$ cat src/rtl/mem_wb_stage_p.sv
// MEM/WB pipeline register and writeback-source select for the register-file write
// port, with sub-word load extension, misalignment flag and a saturating retire counter.
module mem_wb_stage_p #(
  parameter int DATA_W   = 32,
  parameter int RADDR_W  = 5,
  parameter int CNT_W    = 32,
  parameter int ZERO_REG = 1
) (
  input  logic               clk,
  input  logic               rst_n,
  input  logic               stall,
  input  logic               flush,
  input  logic               in_valid,
  input  logic               in_reg_write,
  input  logic [1:0]         in_wb_src,
  input  logic [2:0]         in_load_type,
  input  logic [1:0]         in_byte_off,
  input  logic [DATA_W-1:0]  in_alu_res,
  input  logic [DATA_W-1:0]  in_read_data,
  input  logic [DATA_W-1:0]  in_link_pc,
  input  logic [RADDR_W-1:0] in_rd,
  output logic               wb_valid,
  output logic               wb_en,
  output logic [RADDR_W-1:0] wb_addr,
  output logic [DATA_W-1:0]  wb_data,
  output logic               wb_misalign,
  output logic [CNT_W-1:0]   retire_count
);

  localparam logic [2:0] LT_LB  = 3'd1;
  localparam logic [2:0] LT_LBU = 3'd2;
  localparam logic [2:0] LT_LH  = 3'd3;
  localparam logic [2:0] LT_LHU = 3'd4;

  logic               vld_p1;
  logic               reg_write_p1;
  logic [1:0]         wb_src_p1;
  logic [2:0]         load_type_p1;
  logic [1:0]         byte_off_p1;
  logic [DATA_W-1:0]  alu_res_p1;
  logic [DATA_W-1:0]  read_data_p1;
  logic [DATA_W-1:0]  link_pc_p1;
  logic [RADDR_W-1:0] rd_p1;
  logic [CNT_W-1:0]   count;
  logic               capture;

  // Sub-word extraction; halves ignore byte_off[0], words ignore the offset entirely.
  function automatic logic signed [DATA_W-1:0] extend_load(
    input logic [2:0]        lt,
    input logic [1:0]        off,
    input logic [DATA_W-1:0] word
  );
    logic [7:0]                lane;
    logic [15:0]               half;
    logic signed [DATA_W-1:0]  ext;
    lane = word[{off, 3'b000} +: 8];
    half = off[1] ? word[31:16] : word[15:0];
    case (lt)
      LT_LB:   ext = {{(DATA_W-8){lane[7]}}, lane};
      LT_LBU:  ext = {{(DATA_W-8){1'b0}}, lane};
      LT_LH:   ext = {{(DATA_W-16){half[15]}}, half};
      LT_LHU:  ext = {{(DATA_W-16){1'b0}}, half};
      default: ext = word;
    endcase
    return ext;
  endfunction

  assign capture = in_valid & ~stall & ~flush;

  // Stage boundary MEM -> WB: bubbles clear valid but leave the payload as it was.
  always_ff @(posedge clk or negedge rst_n) begin
    if (!rst_n) begin
      vld_p1       <= 1'b0;
      reg_write_p1 <= 1'b0;
      wb_src_p1    <= '0;
      load_type_p1 <= '0;
      byte_off_p1  <= '0;
      alu_res_p1   <= '0;
      read_data_p1 <= '0;
      link_pc_p1   <= '0;
      rd_p1        <= '0;
    end else begin
      vld_p1 <= capture;
      if (capture) begin
        reg_write_p1 <= in_reg_write;
        wb_src_p1    <= in_wb_src;
        load_type_p1 <= in_load_type;
        byte_off_p1  <= in_byte_off;
        alu_res_p1   <= in_alu_res;
        read_data_p1 <= in_read_data;
        link_pc_p1   <= in_link_pc;
        rd_p1        <= in_rd;
      end
    end
  end

  always_ff @(posedge clk or negedge rst_n) begin
    if (!rst_n) begin
      count <= '0;
    end else if (vld_p1 && (count != {CNT_W{1'b1}})) begin
      count <= count + CNT_W'(1);
    end
  end

  always_comb begin
    wb_data = alu_res_p1;
    case (wb_src_p1)
      2'd1:    wb_data = extend_load(load_type_p1, byte_off_p1, read_data_p1);
      2'd2:    wb_data = link_pc_p1;
      default: wb_data = alu_res_p1;
    endcase
  end

  always_comb begin
    logic is_half;
    logic is_word;
    is_half     = (load_type_p1 == LT_LH) || (load_type_p1 == LT_LHU);
    is_word     = !(is_half || (load_type_p1 == LT_LB) || (load_type_p1 == LT_LBU));
    wb_misalign = vld_p1 && (wb_src_p1 == 2'd1) &&
                  ((is_half && byte_off_p1[0]) || (is_word && (byte_off_p1 != 2'd0)));
  end

  assign wb_valid     = vld_p1;
  assign wb_addr      = rd_p1;
  assign wb_en        = vld_p1 & reg_write_p1 & ~((ZERO_REG != 0) && (rd_p1 == '0));
  assign retire_count = count;

endmodule

$ cat config.mk
export PLATFORM = sky130hd
export DESIGN_NAME = mem_wb_stage_p
export DESIGN_NICKNAME = d
export VERILOG_FILES = /design/src/rtl/mem_wb_stage_p.sv
export SDC_FILE = /design/constraint.sdc
export NUM_CORES = 1
export LEC_CHECK = 0
export CAP_MARGIN = 40
export CORE_AREA = 2 2 128 130
export CTS_BUF_LIST = sky130_fd_sc_hd__clkbuf_2 sky130_fd_sc_hd__clkbuf_4 sky130_fd_sc_hd__clkbuf_8
export DETAILED_ROUTE_END_ITERATION = 10
export DIE_AREA = 0 0 130 132
export GPL_ROUTABILITY_DRIVEN = 0
export PLACE_DENSITY = 0.78
export SKIP_CTS_REPAIR_TIMING = 1
export SLEW_MARGIN = 10
export SYNTH_ARGS = -nofsm -noshare
export SYNTH_HDL_FRONTEND = slang
export SYNTH_SLANG_ARGS = --single-unit
$ cat constraint.sdc
create_clock -name clk -period 2.2 [get_ports clk]
set_input_delay 0.66 -clock clk [delete_from_list [all_inputs] [get_ports clk]]
set_output_delay 0.66 -clock clk [all_outputs]
set_load 0.03 [all_outputs]
==> flow_metrics.env <==
export IMPL_outcome="finished with violations"
export IMPL_violations="setup timing"
export IMPL_final_common_cell="dfrtp_1"
export IMPL_final_nets=976
export IMPL_rr_worst_depth=6
export IMPL_dieWidth_um=130
export IMPL_place_area_mm2=0.01006
export IMPL_totalWireLength_mm=20.95
export IMPL_synth_area_leaders="dfrtp_1 50%, mux2_2 17%, xnor2_1 2.9%"
export IMPL_grt_max_degree=51
export IMPL_crit_path_start_kind="register"
export IMPL_final_cell_mix="140 x dfrtp_1, 112 x clkdlybuf4s50_1, 105 x mux2_2, 68 x buf_4, 48 x nand2_1"
export IMPL_grt_pass1_vias=6530
export IMPL_antenna_cells=0
export IMPL_hold_viol_final=0
export IMPL_gr_total_overflow=0
export IMPL_crit_slowest_cell="dfrtp_1"
export IMPL_dr_first_iter_drc_count=259
export IMPL_antenna_left=0
export IMPL_power_leakage_nw=4.938
export IMPL_finalSetupViolCount=34
export IMPL_irDropWorstVdd_uv=747.6
export IMPL_via_per_inst=5.586
export IMPL_slew_viol_final=0
export IMPL_antenna_found_initial=0
export IMPL_dieArea_mm2=0.01716
export IMPL_power_per_cell_area_mw_per_mm2=923.2
export IMPL_synth_nets=743
export IMPL_setup_tns_ps=-22090
export IMPL_hold_ws_ps=149.7
export IMPL_dp_hpwl_mm=15.43
export IMPL_crit_arrival_ps=2270
export IMPL_die_h_um=132
export IMPL_fin_crit_ps=2933
export IMPL_final_cells=1088
export IMPL_critPathMaxFanout=8
export IMPL_vias=6078
export IMPL_design_area_mm2=0.01082
export IMPL_first_pass_iters=6
export IMPL_numPortBuffers=185
export IMPL_hold_path_class="in2async"
export IMPL_clock_latency_ps=440
export IMPL_cts_buffer_depth=2
export IMPL_slew_headroom_pct=67.12
export IMPL_yosysTopAreaCellShare_pct=49.84
export IMPL_start_util_pct=45.37
export IMPL_drc=0
export IMPL_setup_ws_ps=-733.3
export IMPL_ys_ff_latch=142
export IMPL_grt_use_total_pct=24.77
export IMPL_areaGrowthSynthToFinish_pct=51.75
export IMPL_seq_area_frac_synth_pct=49.84
export IMPL_crit_type="reg2out"
export IMPL_layout_drive_gt1_share_pct=36.35
export IMPL_syn_cell_area_mm2=0.007129
export IMPL_worst_slew_pin_slew_ps=493.2
export IMPL_ios=186
export IMPL_fin_worst_skew_ps=8.197
export IMPL_maxCapViolCount=0
export IMPL_ys_warn_count=0
export IMPL_fmax_mhz=340.9
export IMPL_grt_pass1_wl_mm=33.15
export IMPL_crit_required_ps=1540
export IMPL_crit_path_max_incr_delay_ps=430
export IMPL_syn_inst=626
export IMPL_h_tree_depth=4
export IMPL_core_area_mm2=0.01571
export IMPL_clk_pin_slew_ps=80
export IMPL_path_cells="mux2i_1 > mux2_4 > a311oi_4 > buf_6 > o221ai_1 > o211ai_1 > buf_4"
export IMPL_r2r_start="retire_count[0]"
export IMPL_cts_tree="yes"
export IMPL_ys_types=52
export IMPL_period_share_pct=133.3
export IMPL_fillers=1089
export IMPL_cp_end_kind="output pin"
export IMPL_yosys_area_top_type="dfrtp_1"
export IMPL_dp_cells=1055
export IMPL_rows=46
export IMPL_rsz0062_at_grt="yes"
export IMPL_wl_per_cell_um=19.26
export IMPL_ff2ff_setup_slack_ps=300
export IMPL_clock_root_buffer="clkbuf_8"
export IMPL_worstReg2RegEnd="retire_count[1]"
export IMPL_cts_sinks=142
export IMPL_avgSynthCellArea_um2=11.39
export IMPL_cts_made_buffers=17
export IMPL_final_util_pct=68.86
[report_power, final]
part           leakage (nW)  internal [mW]  switching, mW  total [mW]
Clock                 0.224           1.35          0.997        2.35
Sequential             1.74           3.03          0.366        3.40
Combinational          2.97           2.04           2.21        4.24
[registers in the layout, summed over array words and instances (netlist names)]
name,count
alu_res_p1,32
byte_off_p1,2
reg_write_p1,1
link_pc_p1,32
load_type_p1,3
retire_count,32
read_data_p1,32
wb_src_p1,2
wb_addr,5
wb_valid,1
[critical path: cells and delay by family, from the launching register on]
family / cells / cell delay [ps]
DFF: 1 / 430
AOI/OAI and AO/OA: 3 / 540
muxes: 2 / 460
buffers and inverters: 2 / 390
[layer usage]
layer  vias up  routed length [µm]  global-route usage [%]
met4         0                 668                   10.22
met1      3042                8024                   29.33
met2       241               10840                   42.90
met5         -                   0                       0
met3        47                1421                   5.763
li1       2748                   -                       -
[cell type report]
type	instances	area, µm²	share of cell area, %
clock buffers	23	291.5	2.695
clock inverters	9	157.7	1.457
inverters	8	30.03	0.2776
multi-input cells	436	3835	35.45
flip-flops and latches	142	3556	32.87
well taps	216	270.3	2.498
repair buffers	254	2679	24.76
[metrics by stage]
stage	worst slack [ps]	power (mW)
final	-733.3	9.989
after global routing	-818.6	10.44
after CTS	-853.1	9.802
after detailed placement	-341.0	7.441
after global placement	-226.7	7.317
after floorplan	-137.4	5.753
[kinds of logic (layout without fill, tap and decap cells)]
group,after synthesis,after routing,share of synthesized area (%)
and+or+nand+nor,163,163,11.95
DFF,142,142,49.84
muxes,123,123,19.18
AOI/OAI and AO/OA,115,115,11.00
buffers and inverters,48,294,3.545
xor gates and xnor gates,31,31,3.808
adders and majority gates,4,4,0.6670
[worst max path at each step]
stage	startpoint	end	slack (ps)	depth (start not counted)
6_report	byte_off_p1[0]	wb_data[10]	-730	7
5_1_grt	byte_off_p1[1]	wb_data[9]	-820	7
4_1_cts	load_type_p1[1]	wb_data[2]	-850	6
3_5_place_dp	load_type_p1[2]	wb_data[2]	-340	7
3_3_place_gp	byte_off_p1[0]	wb_data[15]	-230	7
2_1_floorplan	byte_off_p1[0]	wb_data[16]	-140	6
[synth_stat cells (all sizes together)]
cell and instances:
nand2b 1, a221o 1, nand4 16, o221ai 22, o2111ai 1, nor4 2
nor2 29, a311oi 1, mux2i 17, nor3b 3, or2 1, a31oi 1
o21ai 24, maj3 1, inv 8, mux2 106, o211ai 9, dlygate4sd3 1
a311o 1, dlygate4sd1 3, nor3 14, and2b 11, buf 16, nand4b 1
and2 3, and3 6, a22oi 14, a221oi 1, xnor2 24, a21oi 38
xor2 7, and4 3, nand2 48, nor2b 7, dfrtp 142, a21o 1
or3 1, clkbuf 20, o311a 1, nand3 17, ha 3
No activity file was read; power rests on OpenSTA's default activity.
